[config.mk]
export PLATFORM = sky130hd
export DESIGN_NAME = mac_operand_feeder
export DESIGN_NICKNAME = d
export VERILOG_FILES = /design/src/rtl/mac_operand_feeder.sv
export SDC_FILE = /design/constraint.sdc
export NUM_CORES = 1
export LEC_CHECK = 0
export ABC_AREA = 0
export CAP_MARGIN = 20
export CORE_AREA = 5 5 101 103
export CTS_BUF_LIST = sky130_fd_sc_hd__clkbuf_4
export DETAILED_ROUTE_END_ITERATION = 8
export DIE_AREA = 0 0 106 108
export DONT_BUFFER_PORTS = 1
export PLACE_DENSITY_LB_ADDON = 0.08
export SETUP_SLACK_MARGIN = 0.2
export SLEW_MARGIN = 20
export SYNTH_ARGS = -nofsm -noshare
export SYNTH_HDL_FRONTEND = slang
export SYNTH_SLANG_ARGS = --single-unit
[constraint.sdc]
create_clock -name clk -period 3.25 [get_ports clk]
set_input_delay 0.65 -clock clk [delete_from_list [all_inputs] [get_ports clk]]
set_output_delay 0.65 -clock clk [all_outputs]
set_load 0.005 [all_outputs]
[src/rtl/mac_operand_feeder.sv]
// Serial operand front end for a two-lane matrix-vector MAC: latches vector B,
// then splits the interleaved A stream into row pairs with a shared B element.
module mac_operand_feeder #(
  parameter int DW = 8,
  parameter int N  = 8
) (
  input  logic                                 clk,
  input  logic                                 reset_n,
  input  logic                                 start,
  input  logic [DW-1:0]                        in_data,
  input  logic                                 in_valid,
  output logic                                 in_ready,
  output logic [DW-1:0]                        mac_a1,
  output logic [DW-1:0]                        mac_a0,
  output logic [DW-1:0]                        mac_b,
  output logic                                 mac_en,
  output logic                                 mac_clr,
  output logic                                 pair_done,
  output logic [((N > 2) ? $clog2(N/2) : 1)-1:0] pair_idx,
  output logic                                 busy,
  output logic                                 done
);
  localparam int JW = $clog2(N);
  localparam int KW = (N > 2) ? $clog2(N/2) : 1;
  localparam logic [JW-1:0] J_LAST = JW'(N-1);
  localparam logic [KW-1:0] K_LAST = KW'(N/2-1);

  typedef enum logic [1:0] {S_IDLE, S_LOAD_B, S_STREAM, S_DONE} state_t;

  state_t                r_state, w_next;
  logic [JW-1:0]         r_bcnt, r_j;
  logic [KW-1:0]         r_k;
  logic                  r_lane, r_last;
  logic [DW-1:0]         r_hold;
  logic [N-1:0][DW-1:0]  r_b;
  logic                  w_busy, w_xfer;

  assign w_xfer = in_valid & w_busy;

  always_ff @(posedge clk) begin
    if (!reset_n) r_state <= S_IDLE;
    else          r_state <= w_next;
  end

  // r_last holds STREAM one extra cycle so the final pair's mac_en drains before DONE
  always_comb begin
    w_next = r_state;
    case (r_state)
      S_IDLE:   if (start) w_next = S_LOAD_B;
      S_LOAD_B: if (w_xfer && r_bcnt == J_LAST) w_next = S_STREAM;
      S_STREAM: if (r_last) w_next = S_DONE;
      S_DONE:   w_next = S_IDLE;
      default:  w_next = S_IDLE;
    endcase
  end

  always_comb begin
    w_busy   = 1'b0;
    done     = 1'b0;
    case (r_state)
      S_LOAD_B: w_busy = 1'b1;
      S_STREAM: w_busy = ~r_last;
      S_DONE:   done   = 1'b1;
      default:  ;
    endcase
    busy     = w_busy;
    in_ready = w_busy;
  end

  // B storage is not reset; it is fully rewritten at the start of every frame
  always_ff @(posedge clk) begin
    if (r_state == S_LOAD_B && w_xfer) r_b[r_bcnt] <= in_data;
  end

  always_ff @(posedge clk) begin
    if (!reset_n) begin
      r_bcnt    <= '0;
      r_j       <= '0;
      r_k       <= '0;
      r_lane    <= 1'b0;
      r_last    <= 1'b0;
      r_hold    <= '0;
      mac_a1    <= '0;
      mac_a0    <= '0;
      mac_b     <= '0;
      mac_en    <= 1'b0;
      mac_clr   <= 1'b0;
      pair_done <= 1'b0;
      pair_idx  <= '0;
    end else begin
      mac_en    <= 1'b0;
      mac_clr   <= 1'b0;
      pair_done <= 1'b0;
      if (r_state == S_IDLE) begin
        r_bcnt <= '0;
        r_j    <= '0;
        r_k    <= '0;
        r_lane <= 1'b0;
        r_last <= 1'b0;
      end
      if (r_state == S_LOAD_B && w_xfer) r_bcnt <= r_bcnt + 1'b1;
      if (r_state == S_STREAM && w_xfer) begin
        r_lane <= ~r_lane;
        if (!r_lane) begin
          r_hold <= in_data;
        end else begin
          mac_a1    <= r_hold;
          mac_a0    <= in_data;
          mac_b     <= r_b[r_j];
          mac_en    <= 1'b1;
          mac_clr   <= (r_j == '0);
          pair_done <= (r_j == J_LAST);
          pair_idx  <= r_k;
          r_j       <= r_j + 1'b1;
          if (r_j == J_LAST) begin
            r_k <= r_k + 1'b1;
            if (r_k == K_LAST) r_last <= 1'b1;
          end
        end
      end
    end
  end
endmodule

; ---- Yosys cells after proc, flatten, opt, wreduce, memory -nomap -nowiden
; Index checks and enable logic that the tools add are counted.
; W data, S select, Z words.
[classes]
n_addsub = 3
n_lt_le_gt_ge = 3
eq_ne = 9
muxes = 28
n_bitwise = 3
reduce_logical = 13
[ops]
columns = op, n
row1 = $bwmux W64, 1
row2 = $bmux W8 S3, 1
row3 = $demux W8 S3, 1
row4 = $mux W8, 2
row5 = $mux W3, 5
row6 = $mux W2, 7
row7 = $mux W1, 9
row8 = $lt A3 B4 Y1 const B, 2
row9 = $pmux W2 S4, 1
row10 = $add A3 B1 Y3 const B, 2
row11 = $eq A2 B2 Y1 const B, 3
row12 = $eq A3 B3 Y1 const B, 2
row13 = $ne A2 B2 Y1 const B, 3
row14 = $reduce_and A2 Y1, 3
row15 = $reduce_and A3 Y1, 2
row16 = $logic_and A1 B1 Y1, 4
row17 = $reduce_bool A2 Y1, 2
row18 = $ge A3 B1 Y1 const B, 1
row19 = $logic_not A3 Y1, 1
row20 = $add A2 B1 Y2 const B, 1
row21 = $eq A2 B1 Y1 const B, 1
row22 = $logic_not A2 Y1, 1
row23 = $not A1 Y1, 2
row24 = $pmux W1 S2, 1
row25 = $and A1 B1 Y1, 1
[totals]
regBits = 113
out_inout_bits = 32
elab_cells = 81

; ---- Depth between registers and ports, before layout
[logic_depth]
word_depth = 6
depth_mapped = 8
mapped_depth_nobuf = 6

; ---- Worst setup path before layout
; No wires, ideal clock.
[synth_path]
kind = register -> register
from = reg r_state[1]
to = reg r_b[0] in the netlist's numbering, enable pin
setup_ns = 0.395
t_arrival_ns = 1.697
required_time_ns = 2.855
path_slack_ns = 1.158
stages_incl_launch_ff = 5
path_buffers = 0
period_less_slack_ns = 2.092
path_cell_list = dfxtp_1 inv_1 ha_1 nand2_1 nor4_1
[synth_via]
elab_chain_cells = 4
elab_cells_between_ends = 5
classes_between = 2 x eq/ne / 1 x mux / 1 x bitwise / 1 x reduce/logical
[synth_lines]
columns = item, line
row1 = from (decl), 30  ; state_t r_state, w_next;
row2 = from (signal assigned), 42  ; else r_state <= w_next;
row3 = $eq A2 B2 Y1 or $eq A2 B1 Y1 (tied branches), "60, 72"
row4 = $pmux W1 S2, 60  ; case (r_state)
row5 = $and A1 B1 Y1, 38  ; assign w_xfer = in_valid & w_busy;
row6 = $logic_and A1 B1 Y1 *, 72  ; if (r_state == S_LOAD_B && w_xfer) r_b[r_bcnt] <= in_data;
row7 = "to (signal, indexed assignment)", 72
row8 = to (decl), 35  ; logic [N-1:0][DW-1:0] r_b;
; Mark *: on every way between the ends. The rest lies on a longest branch, timed or not.
; A chain may end at the register's enable or synchronous reset.

; ---- Final worst setup path
[layout_path]
from = reg r_state[0]
to = out busy
[layout_via]
elab_chain_cells = 2
elab_cells_between_ends = 3
classes_between = 2 x eq/ne / 1 x mux
[layout_lines]
columns = item, line
row1 = $eq A2 B2 Y1 or $eq A2 B1 Y1 (tied branches), 60
row2 = $pmux W1 S2 *, 60
row3 = to (decl), 20  ; output logic busy,
; Marked as above.

==> flow_summary.yaml <==
route:
  drt_iter0_markers: 106
  post_drt_wl_per_cell_um: 18.3
  ant_nets: 0
  vias_per_cell: 5.45
  drt_first_pass_iters: 4
  remaining_drc_errors: 0
  routed_wl_um: 8440
  vias: 2518
clocking:
  clock-sinks: 113
  cts_made_buffers: 17
  postCtsSetupRepairBufs: 0
  cts_root_buf: "clkbuf_4"
  insertion_delay_ns: 0.48
  cts_hold_buf: 0
  cts_resized: 0
  clockBufferDepth: 2
  clkTransAtPathRegs_ns: 0.11
  cts_tree: "done"
  cts_max_level: 4
sta:
  finalSetupViolCount: 0
  holdWs_ns: 0.255
  slew_headroom_pct: 39.5
  tightest_slew_ns: 0.905
  hold_violations: 0
  slew_violations: 0
  fin_worst_skew_ns: 0.0134
  max_freq_ghz: 0.440
  post-route-min-period_ns: 2.28
  rsz0062_at_grt: "no"
  setup_tns_ns: 0
  min_period_over_period_pct: 70.0
flow_run:
  maxCapViolations: 0
final_layout:
  drive_gt1_share_pct: 17.7
  final_common_cell: "edfxtp_1"
  syn2layout_area_growth_pct: 8.76
  final_nets: 361
  antennaDiodeCount: 0
  layout_common_cells: "64 x edfxtp_1, 49 x dfxtp_1, 42 x nand2_1"
placed_design:
  portBuffers: 0
  gp_congestion: 0.785
  dp.final_hpwl_um: 5590
grt:
  grt_max_degree: 38
  antenna_found_initial: 0
  grt_pass1_vias: 2506
  grt_pass1_wl_um: 13600
  gr-usage-all-layers_pct: 15.9
  grt_overflow_total: 0
synth:
  synth-seq-cells: 113
  ys_seq_area_share_pct: 65.5
  synthDistinctLibCells: 34
  synth_cells: 322
  synth_nets: 345
  syn_area_per_cell_um2: 13.8
  yosys_warnings: 0
  synth_area_um2: 4430
power:
  power.density_nw_per_um2: 589
  ir_drop_v: 0.000237
  power.leakage_nw: 1.61
die:
  die_w_um: 106
  coreArea_um2: 9110
  rows: 35
  fp.dieH_um: 108
  start_util_pct: 48.6
  dieArea_um2: 11400
  io_pins: 44
critical_path:
  cp_slowest_stage_delay_ns: 0.39
  path_class: "register to output pin"
  rrSetupSlack_ns: 0.98
  cp.required_ns: 2.60
  critPathBufInv: 1
  slowest_stage: "dfxtp_1"
  critPathLaunchType: "register"
  path_delay_family: "flip-flops"
  crit_chain: "inv_1, ha_1, nor2b_1, o21a_1"
  crit_arrival_ns: 1.63
  critPathCaptureType: "output pin"
  crit_path_max_fanout: 6
status:
  status: "finished clean"
hold_path:
  hold_path.class: "input pin to register"
==> routing by layer <==
metal / up-vias / GRT usage, % / wire length, um
met1: 1239 / 20.0 / 3870
li1: 1219 / - / -
met5: - / 0 / 0
met2: 56 / 25.9 / 4130
met3: 4 / 5.97 / 386
met4: 0 / 4.72 / 51
==> cells by family after synthesis <==
family	synth area share, %
adders and majority gates	3.11
AOI/OAI and AO/OA	5.88
DFF	65.5
muxes	12.5
buffers and inverters	3.79
and+or+nand+nor	9.15
==> metrics by stage <==
step | utilization (%) | power, W | instance area [um^2] | std cells | worst slack [ns]
6_report | 52.9 | 0.00284 | 4820 | 462 | 0.975
5_1_grt | 52.9 | 0.00298 | 4820 | 462 | 0.772
4_1_cts | 52.9 | 0.00287 | 4820 | 462 | 0.926
3_5_place_dp | 49.9 | 0.00190 | 4550 | 430 | 0.952
3_3_place_gp | 49.9 | 0.00189 | 4550 | 430 | 1.04
2_1_floorplan | - | 0.00182 | 4430 | 322 | 1.16
==> synth_stat cells (all sizes together) <==
master,instances,area [um^2]
a211oi,1,7.51
a21oi,33,165
a221oi,1,15.0
a32oi,1,8.76
and2,1,6.26
and3,3,18.8
and3b,1,8.76
buf,13,119
clkbuf,5,18.8
clkinv,1,3.75
dfxtp,49,981
edfxtp,64,1920
ha,11,138
inv,7,26.3
mux2i,18,180
mux4,16,375
nand2,42,158
nand2b,3,18.8
nand3,12,60.1
nand4,1,6.26
nor2,18,67.6
nor2b,2,12.5
nor3,5,30.0
nor4,2,12.5
o21a,2,15.0
o21ai,8,40.0
o31a,1,8.76
or2,1,6.26
==> layout make-up <==
type	instances	area, um^2
clock inverter	12	118
sequential	113	2900
tap	111	139
fill	802	4290
inverter	8	30.0
clock buffer	20	150
multi-input combinational	183	1370
timing repair buffer	15	113
==> power by group <==
part,leakage [nW],switching (W),total [W],internal (W)
combinational,0.496,0.000178,0.000289,0.000111
clock,0.140,0.000505,0.000976,0.000471
sequential,0.971,0.0000235,0.00157,0.00155
total,1.61,0.000706,0.00284,0.00213
==> worst paths after layout <==
path	end	depth (start not counted)	start
setup / recovery	busy	4	r_state[0]
hold / removal	r_b[33]	0	in_data[1]
hold reg to reg	mac_a1[7]	2	r_hold[7]
setup reg to reg	mac_clr	6	r_state[0]
==> registers in the layout, summed over array words and instances, names as in the netlist, 3 cells and up <==
| signal | cells |
|---|---|
| r_hold | 8 |
| r_b | 64 |
| mac_b | 8 |
| r_j | 3 |
| mac_a0 | 8 |
| mac_a1 | 8 |
| r_bcnt | 3 |
(Power assumes the default switching activity.)
